==> src/rtl/axis_stream_fifo.sv <==
// rtl/axis_stream_fifo.sv - First-word-fall-through AXI-Stream buffer FIFO with registered s_tready.
// Defining AXIS_STREAM_FIFO_PACKET_MODE_EN switches the output to store-and-forward.
module axis_stream_fifo #(
    parameter int TDATA_WIDTH = 16,
    parameter int TID_WIDTH   = 2,
    parameter int TDEST_WIDTH = 3,
    parameter int TUSER_WIDTH = 8,
    parameter int DEPTH       = 4
) (
    input  logic                       aclk,
    input  logic                       aresetn,
    input  logic                       s_tvalid,
    output logic                       s_tready,
    input  logic [TDATA_WIDTH-1:0]     s_tdata,
    input  logic [TDATA_WIDTH/8-1:0]   s_tstrb,
    input  logic [TDATA_WIDTH/8-1:0]   s_tkeep,
    input  logic                       s_tlast,
    input  logic [TID_WIDTH-1:0]       s_tid,
    input  logic [TDEST_WIDTH-1:0]     s_tdest,
    input  logic [TUSER_WIDTH-1:0]     s_tuser,
    input  logic                       s_twakeup,
    output logic                       m_tvalid,
    input  logic                       m_tready,
    output logic [TDATA_WIDTH-1:0]     m_tdata,
    output logic [TDATA_WIDTH/8-1:0]   m_tstrb,
    output logic [TDATA_WIDTH/8-1:0]   m_tkeep,
    output logic                       m_tlast,
    output logic [TID_WIDTH-1:0]       m_tid,
    output logic [TDEST_WIDTH-1:0]     m_tdest,
    output logic [TUSER_WIDTH-1:0]     m_tuser,
    output logic                       m_twakeup,
    output logic [$clog2(DEPTH):0]     level
);
    localparam int KW = TDATA_WIDTH / 8;
    localparam int AW = $clog2(DEPTH);
    localparam int PW = AW + 1;
    localparam int WW = TDATA_WIDTH + 2 * KW + 1 + TID_WIDTH + TDEST_WIDTH + TUSER_WIDTH;

    logic [WW-1:0] mem [DEPTH];
    logic [PW-1:0] wr_ptr;
    logic [PW-1:0] rd_ptr;
    logic [PW-1:0] level_next;
    logic          push;
    logic          pop;

    assign push  = s_tvalid & s_tready;
    assign pop   = m_tvalid & m_tready;
    assign level = wr_ptr - rd_ptr;

    always_comb begin
        level_next = level;
        if (push && !pop) begin
            level_next = level + 1'b1;
        end else if (!push && pop) begin
            level_next = level - 1'b1;
        end
    end

    // Pointers carry one extra bit so that full and empty remain distinguishable.
    always_ff @(posedge aclk or negedge aresetn) begin
        if (!aresetn) begin
            wr_ptr    <= '0;
            rd_ptr    <= '0;
            s_tready  <= 1'b0;
            m_twakeup <= 1'b0;
        end else begin
            if (push) begin
                wr_ptr <= wr_ptr + 1'b1;
            end
            if (pop) begin
                rd_ptr <= rd_ptr + 1'b1;
            end
            s_tready  <= (level_next < PW'(DEPTH));
            m_twakeup <= (level_next != '0) | s_twakeup;
        end
    end

    always_ff @(posedge aclk) begin
        if (push) begin
            mem[wr_ptr[AW-1:0]] <= {s_tdata, s_tstrb, s_tkeep, s_tlast, s_tid, s_tdest, s_tuser};
        end
    end

    assign {m_tdata, m_tstrb, m_tkeep, m_tlast, m_tid, m_tdest, m_tuser} = mem[rd_ptr[AW-1:0]];

`ifdef AXIS_STREAM_FIFO_PACKET_MODE_EN
    logic [PW-1:0] pkt_cnt;

    always_ff @(posedge aclk or negedge aresetn) begin
        if (!aresetn) begin
            pkt_cnt <= '0;
        end else begin
            case ({push & s_tlast, pop & m_tlast})
                2'b10:   pkt_cnt <= pkt_cnt + 1'b1;
                2'b01:   pkt_cnt <= pkt_cnt - 1'b1;
                default: pkt_cnt <= pkt_cnt;
            endcase
        end
    end

    // A full FIFO releases a partial packet so packets longer than DEPTH cannot deadlock.
    assign m_tvalid = (level != '0) && ((pkt_cnt != '0) || (level == PW'(DEPTH)));
`else
    assign m_tvalid = (level != '0);
`endif

endmodule

==> config.mk <==
export PLATFORM = sky130hd
export DESIGN_NAME = axis_stream_fifo
export DESIGN_NICKNAME = d
export VERILOG_FILES = /design/src/rtl/axis_stream_fifo.sv
export SDC_FILE = /design/constraint.sdc
export NUM_CORES = 1
export LEC_CHECK = 0
export CORE_ASPECT_RATIO = 0.75
export CORE_UTILIZATION = 54
export DETAILED_ROUTE_END_ITERATION = 8
export PLACE_DENSITY = 0.79
export SLEW_MARGIN = 15
export SYNTH_ARGS = -nofsm -noshare
export SYNTH_HDL_FRONTEND = slang
export SYNTH_SLANG_ARGS = --single-unit
==> constraint.sdc <==
create_clock -name aclk -period 3.34 [get_ports aclk]
set_input_delay 0.668 -clock aclk [delete_from_list [all_inputs] [get_ports aclk]]
set_output_delay 0.668 -clock aclk [all_outputs]
set_load 0.02 [all_outputs]
==> results by group <==
Status
  • Status: completed

Clock tree
  • CTS Buf Count: 17
  • Clk buf depth: 2
  • Reg clk slew, reported paths: 0.06 ns
  • Clock latency at the later pin of the worst-skew pair: 0.41 ns
  • Root Driver: clkbuf_16
  • Post-cts hold buffer count: 0
  • CTS tree: built
  • CTS Sinks: 144
  • H-tree depth: 4

Timing
  • Hold WS: 0.502 ns
  • Final setup fails: 0
  • Fin crit share: 0.961
  • Fin Clk Skew: 0.00690 ns
  • Worst-margin pin slew: 0.537 ns
  • Final setup TNS: 0 ns
  • Worst rel slew slack: 0.642
  • Period minus WS final: 3.21 ns
  • Fmax: 312 MHz
  • Fin. max-slew vios: 0
  • Final Hold Fails: 0
  • RSZ-0062 raised after global routing: false

Flow run
  • Max-Cap Viols: 0

Worst setup path
  • CP peak stage delay: 0.61 ns
  • Startpoint Class: flop
  • Worst r2r src: wr_ptr[0]
  • CP endpoint kind: primary output
  • Worst-case reg-to-reg path depth: 8
  • CP required: 2.67 ns
  • Crit. path cell count: 6
  • Reg2reg setup slack: 0.67 ns
  • CP delay by family, top: buffers and inverters
  • Crit path kind: reg2out
  • WP data arrival: 2.54 ns
  • Critical path peak fanout: 6
  • Critical-path top delay cell: clkdlybuf4s50_1
  • Most frequent CP cell: inv_1
  • Buf/Inv on CP: 3
  • CP cell instances: inv_1, ha_1, fa_1, xnor3_2, inv_1, clkdlybuf4s50_1
  • Worst reg2reg endpoint: m_twakeup

Global routing
  • GRT Util Overall: 0.200
  • Number of global-route vias before repair: 2721
  • Global routing's busiest layer: met2
  • Largest net degree at the start of global routing: 37
  • Met3 Resource Use GR: 0.0829
  • Met1 Track Usage GR: 0.255
  • Met2 Usage GRT: 0.318
  • GR Overflow Total: 0
  • First-pass GRT wire length: 14800 µm
  • Initial antenna violation count: 0

Yosys
  • #FFs+latches synth: 144
  • Yosys top cell by area: edfxtp_1
  • Distinct cells, synth: 29
  • Mean Syn Cell Area: 23.5 µm²
  • Sequential share of the synthesized area: 0.784
  • Yosys warns: 0
  • Mapped cell area: 5470 µm²
  • Cells after Synth: 233
  • Mapped Nets: 282
  • Synth area leaders: edfxtp_1 75%, mux4_2 14%, dfrtp_1 3.7%, ha_1 2.1%, and3_1 0.46%
  • Share of the synthesized area in the top cell type: 0.747

Floorplanning
  • Core area: 9740 µm²
  • I/O Pins: 79
  • Die Span Y: 89.1 µm
  • Initial Util: 0.561
  • Die span in x: 118 µm
  • Row cnt: 31
  • Die area: 10500 µm²

Route
  • Wire length per cell: 19.7 µm
  • DRT iter0 DRCs: 183
  • DR vias/cell: 5.49
  • Vias: 2609
  • DRC violations left: 0
  • WL final: 9340 µm
  • Antenna-violating nets left: 0
  • DRT Pass-1 Iters: 4

Placed design
  • Final Wtd Congestion: 0.772
  • Post-DP Area: 6440 µm²
  • Port Buffers: 78
  • DP HPWL: 5610 µm

Worst hold path
  • Worst hold endpoint: rd_ptr[2]
  • Min-delay worst type: reg2reg
  • Hold_sp: rd_ptr[2]
  • Hold path depth: 1

Final layout
  • Most frequent cells in the layout: 136 x edfxtp_1, 77 x clkdlybuf4s50_1, 34 x mux4_2
  • Filler cells: 582
  • # nets final: 379
  • P&R area growth vs syn: 29.1%
  • Most common cell after layout, fill and taps aside: edfxtp_1
  • Antenna Diode Count: 0
  • Final instance area: 7060 µm²
  • Layout cells sized above 1: 0.248

Pwr
  • PwrDens: 983 nW/µm²
  • Leakage: 2.38 nW
  • Maximum VDD drop: 466 µV
[routing by layer]
layer  part of all wire  wire (µm)
met1               0.43       4060
met5                  0          0
met4             0.0070         65
met3              0.070        651
met2               0.49       4560
[registers in the layout, summed over array words and instances (netlist names)]
name       count
m_twakeup      1
mem          136
rd_ptr         3
s_tready       1
wr_ptr         3
[cells by family after synthesis]
group,after synthesis,share of synthesized area
buffers and inverters,13,0.00962
flip-flops,144,0.784
AND/OR/NAND/NOR,18,0.0183
multiplexers,36,0.144
AO/OA/AOI/OAI,7,0.00893
adder cells (fa/ha/maj),10,0.0243
XOR/XNOR,5,0.0108
[how the worst max path moves through the flow]
stage | slack, ns | end | from
floorplan | 0.84 | m_twakeup | wr_ptr[0]
global placement | 0.57 | m_tvalid | wr_ptr[0]
detailed placement | 0.51 | m_tvalid | wr_ptr[0]
CTS | 0.04 | m_tvalid | wr_ptr[0]
global route | 0.02 | level[2] | wr_ptr[0]
finish | 0.13 | level[2] | wr_ptr[0]
[through the flow]
stage	std cells	power (mW)	utilization	setup slack, ns
floorplan	233	4.06	-	0.842
global route	475	7.28	0.725	0.0214
finish	475	6.94	0.725	0.132
CTS	475	7.03	0.725	0.0425
detailed placement	443	5.09	0.662	0.510
global placement	443	5.05	0.662	0.575
[Yosys cell counts, drive strengths merged]
cell,n
xnor3,1
buf,5
mux4,34
nand4,1
mux2,2
a21boi,2
fa,1
a21oi,2
dfrtp,8
a22o,1
nand2,4
and3,4
edfxtp,136
o21ai,1
nor2,2
ha,9
inv,5
or3,1
clkbuf,3
nand3,3
or4,1
a31oi,1
nand4b,1
xor2,2
nand2b,1
xnor2,2
[final cells by class]
type | instances | area (µm²) | share of cell area
flip-flops and latches | 144 | 4290 | 0.607
multi-input cells | 76 | 1130 | 0.161
repair buffers | 86 | 843 | 0.120
clock buffers | 17 | 425 | 0.0603
clock inverters | 15 | 184 | 0.0261
well taps | 132 | 165 | 0.0234
inverters | 5 | 18.8 | 0.00266
[timing repair]
action,CTS,global route
endpoints found under the setup margin,0,1
hold endpoints to repair,0,0
setup buffers,0,0
gates resized for setup,0,1
[report_power, final]
group | switching (mW) | leakage, nW | total (mW) | internal, mW
sequential | 0.0987 | 1.33 | 2.41 | 2.31
clock | 0.723 | 0.290 | 1.90 | 1.18
combinational | 1.35 | 0.766 | 2.63 | 1.27
total | 2.17 | 2.38 | 6.94 | 4.76
(Power assumes the default switching activity.)
